$ cat src/rtl/stack_calc.sv
// stack_calc: RPN calculator sequencing an external push/pop stack.
// Define STACK_CALC_MUL_EN to enable opcode 101 (multiply); otherwise 101 is illegal.
module stack_calc #(
    parameter int ADDR_BITS = 3,
    parameter int WORD_BITS = 8
) (
    input  logic                 in_clk,
    input  logic                 in_rst,
    input  logic                 in_valid,
    input  logic                 in_is_op,
    input  logic [WORD_BITS-1:0] in_data,
    output logic                 out_ready,
    output logic [1:0]           out_stack_cmd,
    output logic [WORD_BITS-1:0] out_stack_data,
    input  logic [WORD_BITS-1:0] in_stack_top,
    input  logic                 in_stack_ready,
    output logic [WORD_BITS-1:0] out_result,
    output logic [ADDR_BITS:0]   out_depth,
    output logic                 out_error
);

    localparam int NUM_WORDS = 2 ** ADDR_BITS;
    localparam logic [ADDR_BITS:0] DEPTH_FULL = (ADDR_BITS + 1)'(NUM_WORDS);
    localparam logic [ADDR_BITS:0] DEPTH_TWO  = (ADDR_BITS + 1)'(2);
    localparam logic [ADDR_BITS:0] DEPTH_ONE  = (ADDR_BITS + 1)'(1);

    localparam logic [2:0] S_IDLE   = 3'd0;
    localparam logic [2:0] S_IPOP1  = 3'd1;
    localparam logic [2:0] S_WPOP1  = 3'd2;
    localparam logic [2:0] S_IPOP2  = 3'd3;
    localparam logic [2:0] S_WPOP2  = 3'd4;
    localparam logic [2:0] S_IPUSH  = 3'd5;
    localparam logic [2:0] S_WPUSH  = 3'd6;

    localparam logic [1:0] CMD_NOP  = 2'b00;
    localparam logic [1:0] CMD_PUSH = 2'b01;
    localparam logic [1:0] CMD_POP  = 2'b10;

    logic [2:0]           state;
    logic [2:0]           op_q;
    logic [WORD_BITS-1:0] a_q;
    logic [WORD_BITS-1:0] b_q;
    logic [WORD_BITS-1:0] alu;
    logic                 op_legal;
    logic                 accept;

    // Tokens are only taken when idle and the stack can take a command
    assign out_ready = (state == S_IDLE) && in_stack_ready;
    assign accept    = in_valid && out_ready;

    // Stack command is a pure function of state: one cycle per Issue state
    always_comb begin
        out_stack_cmd = CMD_NOP;
        case (state)
            S_IPOP1, S_IPOP2: out_stack_cmd = CMD_POP;
            S_IPUSH:          out_stack_cmd = CMD_PUSH;
            default:          out_stack_cmd = CMD_NOP;
        endcase
    end

    // Opcode legality for the incoming operator token
    always_comb begin
`ifdef STACK_CALC_MUL_EN
        op_legal = (in_data[2:0] <= 3'd5);
`else
        op_legal = (in_data[2:0] <= 3'd4);
`endif
    end

    // Result of A op B, truncated to the word width
    always_comb begin
        alu = '0;
        case (op_q)
            3'b000:  alu = a_q + b_q;
            3'b001:  alu = a_q - b_q;
            3'b010:  alu = a_q & b_q;
            3'b011:  alu = a_q | b_q;
            3'b100:  alu = a_q ^ b_q;
`ifdef STACK_CALC_MUL_EN
            3'b101:  alu = a_q * b_q;
`endif
            default: alu = '0;
        endcase
    end

    // Sequencer: token decode, pop/pop/push sequence, depth and error tracking
    always_ff @(posedge in_clk or negedge in_rst) begin
        if (!in_rst) begin
            state          <= S_IDLE;
            op_q           <= '0;
            a_q            <= '0;
            b_q            <= '0;
            out_stack_data <= '0;
            out_result     <= '0;
            out_depth      <= '0;
            out_error      <= 1'b0;
        end else begin
            case (state)
                S_IDLE: begin
                    if (accept) begin
                        if (!in_is_op) begin
                            if (out_depth == DEPTH_FULL) begin
                                out_error <= 1'b1;
                            end else begin
                                out_stack_data <= in_data;
                                state          <= S_IPUSH;
                            end
                        end else if (!op_legal || out_depth < DEPTH_TWO) begin
                            out_error <= 1'b1;
                        end else begin
                            op_q  <= in_data[2:0];
                            state <= S_IPOP1;
                        end
                    end
                end
                S_IPOP1: begin
                    b_q       <= in_stack_top;
                    out_depth <= out_depth - DEPTH_ONE;
                    state     <= S_WPOP1;
                end
                S_WPOP1: begin
                    if (in_stack_ready) begin
                        a_q   <= in_stack_top;
                        state <= S_IPOP2;
                    end
                end
                S_IPOP2: begin
                    out_depth <= out_depth - DEPTH_ONE;
                    state     <= S_WPOP2;
                end
                S_WPOP2: begin
                    if (in_stack_ready) begin
                        out_stack_data <= alu;
                        state          <= S_IPUSH;
                    end
                end
                S_IPUSH: begin
                    out_depth  <= out_depth + DEPTH_ONE;
                    out_result <= out_stack_data;
                    state      <= S_WPUSH;
                end
                S_WPUSH: begin
                    if (in_stack_ready) begin
                        state <= S_IDLE;
                    end
                end
                default: state <= S_IDLE;
            endcase
        end
    end

endmodule

$ cat config.mk
export PLATFORM = sky130hd
export DESIGN_NAME = stack_calc
export DESIGN_NICKNAME = d
export VERILOG_FILES = /design/src/rtl/stack_calc.sv
export SDC_FILE = /design/constraint.sdc
export NUM_CORES = 1
export LEC_CHECK = 0
export ABC_AREA = 1
export CELL_PAD_IN_SITES_DETAIL_PLACEMENT = 1
export CELL_PAD_IN_SITES_GLOBAL_PLACEMENT = 1
export CORE_UTILIZATION = 44
export CTS_BUF_LIST = sky130_fd_sc_hd__clkbuf_2 sky130_fd_sc_hd__clkbuf_4 sky130_fd_sc_hd__clkbuf_8
export DETAILED_ROUTE_END_ITERATION = 10
export PLACE_DENSITY = 0.95
export SLEW_MARGIN = 10
export SYNTH_ARGS = -nofsm -noshare
export SYNTH_HDL_FRONTEND = slang
export SYNTH_SLANG_ARGS = --single-unit
$ cat constraint.sdc
create_clock -name in_clk -period 5.2 [get_ports in_clk]
set_input_delay 0.52 -clock in_clk [delete_from_list [all_inputs] [get_ports in_clk]]
set_output_delay 0.52 -clock in_clk [all_outputs]
set_load 0.1 [all_outputs]
* Word level (Yosys, flattened, before mapping)
Cells that the tools add are included.
** Word-level totals
- Input port bits :: 21
- Output and inout bits :: 24
- Register bits :: 43
- Logic and storage cells :: 72
** Operators by class
- Muxes and demuxes :: 19
- Equality and inequality tests :: 20
- Bitwise gates (word level) :: 4
- Magnitude comparators :: 2
- Add/sub/neg operators :: 4
- Reductions and logical operators :: 15
** Operators with widths (count)
- one-hot mux 8 bit (5 select lines) :: 1
- 2-to-1 mux 8 bit :: 4
- 2-to-1 mux 3 bit :: 7
- one-hot mux 3 bit (7 select lines) :: 1
- one-hot mux 8 bit (2 select lines) :: 1
- == test 3 x 2 -> 1 bit, second input constant :: 4
- == test 3 bit, second input constant :: 4
- != test 2 bit, second input constant :: 6
- adder 8 bit :: 1
- bitwise AND 8 bit :: 1
- OR 8 bit :: 1
- one-hot mux 4 bit (2 select lines) :: 1
- AND reduction 4 bit :: 2
- subtractor 8 bit :: 1
- bitwise XOR 8 bit :: 1
- == test 3 x 1 -> 1 bit, second input constant :: 2
- logical NOT 3 bit :: 2
- != test 3 bit, second input constant :: 2
- AND reduction 6 bit :: 1
- nonzero test 2 bit :: 3
- AND reduction 5 bit :: 1
- adder 4 x 1 -> 4 bit, second input constant :: 1
- == test 4 bit, second input constant :: 1
- < comparator 4 x 2 -> 1 bit, second input constant :: 1
- other kinds (11) :: 14

* Logic depth before layout (Yosys ltp)
- Word-level depth :: 7
- Depth in mapped cells :: 19

* Worst setup path before layout
No wires, ideal clock.
- Kind :: register to output
- Start point :: register state[0]
- End point :: output port out_ready
- Arrival :: 2728 ps
- Cell stages (with the launch flop) :: 4
- Setup slack :: 1952 ps
- Buffers on the path :: 0
- Cell sequence :: dfrtp_1 nor2_1 inv_1 nor3_1
** On the way
- Longest elaborated chain between the ends :: 2
** Ends and longest elaborated chain
- start: declaration :: line 39 : logic [2:0] state;
- start signal: assignment :: line 89 : state <= S_IDLE;
- start signal: assignment :: line 106 : state <= S_IPUSH;
- start signal: assignment :: line 112 : state <= S_IPOP1;
- logical NOT 3 bit :: line 48 : assign out_ready = (state == S_IDLE) && in_stack_ready;
- logical AND 1 bit :: line 48
- end: declaration :: line 12 : output logic out_ready,
Every way passes these cells.

* Final worst setup path
Ends and elaborated chain as after synthesis.

==> results_dict.tcl <==
set metrics [dict create \
    synthesis.nets 428 \
    synth_area_mm2 0.002864 \
    fillCellCount 788 \
    slew_viol_final 0 \
    ioPinCount 45 \
    vias_per_cell 5.348 \
    num-nets-final 474 \
    max_slew_margin_pct 33.79 \
    synth_top_area_share_pct 37.57 \
    start_kind "flip-flop" \
    cts_resized 0 \
    place_congestion 0.8362 \
    end_kind "output pin" \
    avgSynthCellArea_um2 7.557 \
    crit_arrival_ns 2.47 \
    dr.first_iter.drc_count 130 \
    cts_hold_buffers 0 \
    clk_latency_ns 0.31 \
    synth_top_flop_cell "dfrtp_1" \
    crit_required_ns 4.68 \
    worstMarginPinSlew_ns 0.9900 \
    die_w_um 82.68 \
    final-hold-violation-count 0 \
    root_buffer "clkbuf_8" \
    cts_made_buffers 5 \
    grt_pass1_vias 2780 \
    n_antenna_cell 0 \
    drcViolationCount 0 \
    synthArstFlopShare_pct 100.0 \
    die_h_um 82.68 \
    coreArea_mm2 0.006314 \
    max_clock_freq_mhz 334.8 \
    grt_antenna_before_repair 0 \
    rsz0062_at_grt "no" \
    fin_skew_ns 0.008762 \
    track_usage_pct 24.63 \
    initial_utilization_pct 45.36 \
    grt_pass1_wl_mm 12.74 \
    setup_viol 0 \
    drive_above_1_share_pct 3.521 \
    hold_path_class "input pin to asynchronous set/reset pin" \
    drt.antenna.violating_nets 0 \
    post-place-ws_ns 2.238 \
    h-tree-depth 2 \
    synth_cell_types 30 \
    synth_top_cell_by_area "dfrtp_1" \
    vias 2690 \
    critPathMaxFanout 6 \
    synth.most_common_cell "nand2_1" \
    ys_ff_latch 43 \
    fin_crit_sh_pct 57.44 \
    synthTopCellsByCount "nand2_1, inv_1, dfrtp_1" \
    status "completed" \
    multiInputGateArea_mm2 0.001506 \
    numPortBuffers 44 \
    drt-wirelength-per-cell_um 15.16 \
    drt_wl_total_mm 7.626 \
    cts.sinks 43 \
    clk_pin_slew_ns 0.09 \
    rows 29 \
    synth-seq-area-share_pct 37.57 \
    netlist_instances 379 \
    synth_edf_count 0 \
    yosys_warnings 0 \
    cap_violations 0 \
    worst_slack_ns 2.213 \
    area.growth.synth_to_final_pct 21.63 \
    register_area_mm2 0.001076 \
    grt_max_degree 44 \
    cts_setup_buffers 0 \
    first_pass_iters 4 \
    fin_setup_tns_ns 0 \
    cts_tree "yes" \
    grt_overflow 0 \
    fin_crit_ns 2.987 \
    crit_type "flip-flop to output pin" \
    ys_top_cells_by_area "dfrtp_1, nand2_1, ha_1" \
    r2r_cells 17 \
    cts.path.max_buffers 2 \
    detailed_place_hpwl_mm 5.800 \
    fp.dieArea_mm2 0.006836 \
]
-- state kept, by name, summed over array words and instances, names as in the netlist --
signal and flops:
a_q 8, b_q 8, op_q 3, out_depth 4, out_error 1, out_result 8, out_stack_data 8, state 3
-- critical path: stages, from the launching register on --
cell,delay [ns]
dfrtp_1,0.43
nor2_1,0.22
inv_1,0.15
nor3_1,0.18
clkdlybuf4s50_1,1.18
-- path summary, 6_finish.rpt --
path / startpoint / endpoint / slack, ns
setup / recovery: state[0] / out_ready / 2.21
hold / removal: in_rst / out_depth[0] / 0.35
setup reg to reg: b_q[0] / out_stack_data[7] / 2.36
hold reg to reg: out_result[7] / out_result[7] / 0.48
max in group asynchronous: in_rst / a_q[6] / 4.24
min in group in_clk: out_result[7] / out_result[7] / 0.48
-- stage by stage --
stage | hold WS (ns) | instance area, um^2 | cells | util [%]
final | 0.3546 | 3483 | 503 | 55.17
after global routing | 0.4414 | 3483 | 503 | 55.17
after CTS | 0.3899 | 3483 | 503 | 55.17
after detailed placement | 0.4614 | 3366 | 495 | 53.31
after global placement | 0.4481 | 3366 | 495 | 53.31
after floorplan | 0.2244 | 2864 | 379 | -
-- cell usage in the layout (no fill, tap or decap), types with 2 or more instances in the layout --
master	count
nor2_1	21
a21oi_1	24
xor2_1	7
inv_1	66
xnor2_1	3
nor2_4	3
fa_1	2
o22ai_1	2
clkdlybuf4s50_1	43
dfrtp_1	43
o21ai_1	5
o21ai_0	32
ha_1	26
nand2_1	96
a22oi_1	4
nor3_1	4
nand4_1	3
clkbuf_8	6
nand3_1	20
o211ai_1	3
a21o_1	2
-- final cells by class --
class	instances	share of cell area, %
Sequential cell	43	30.89
Tap cell	77	2.766
Clock buffer	6	2.371
Multi-Input combinational cell	264	43.25
Inverter	67	7.220
Clock inverter	2	1.006
Timing Repair Buffer	44	12.50
-- per-layer routing --
metal	vias up	GRT usage [%]	wire, um
li1	1311	-	-
met1	1300	29.73	3371
met2	57	43.69	3851
met3	22	3.297	221
met4	0	10.17	181
met5	-	0	0
-- cells by family (layout without fill, tap and decap cells) --
group | Yosys count | count (layout) | synth area share (%)
buf+inv | 72 | 119 | 9.829
xor+xnor | 10 | 10 | 3.058
simple gates | 150 | 150 | 22.19
compound gates | 76 | 76 | 14.59
fa+ha+maj | 28 | 28 | 12.76
flops | 43 | 43 | 37.57
Power is left out: the tool's default activity adds up to more than one toggle a clock period on the data nets, which glitch-free logic cannot reach.
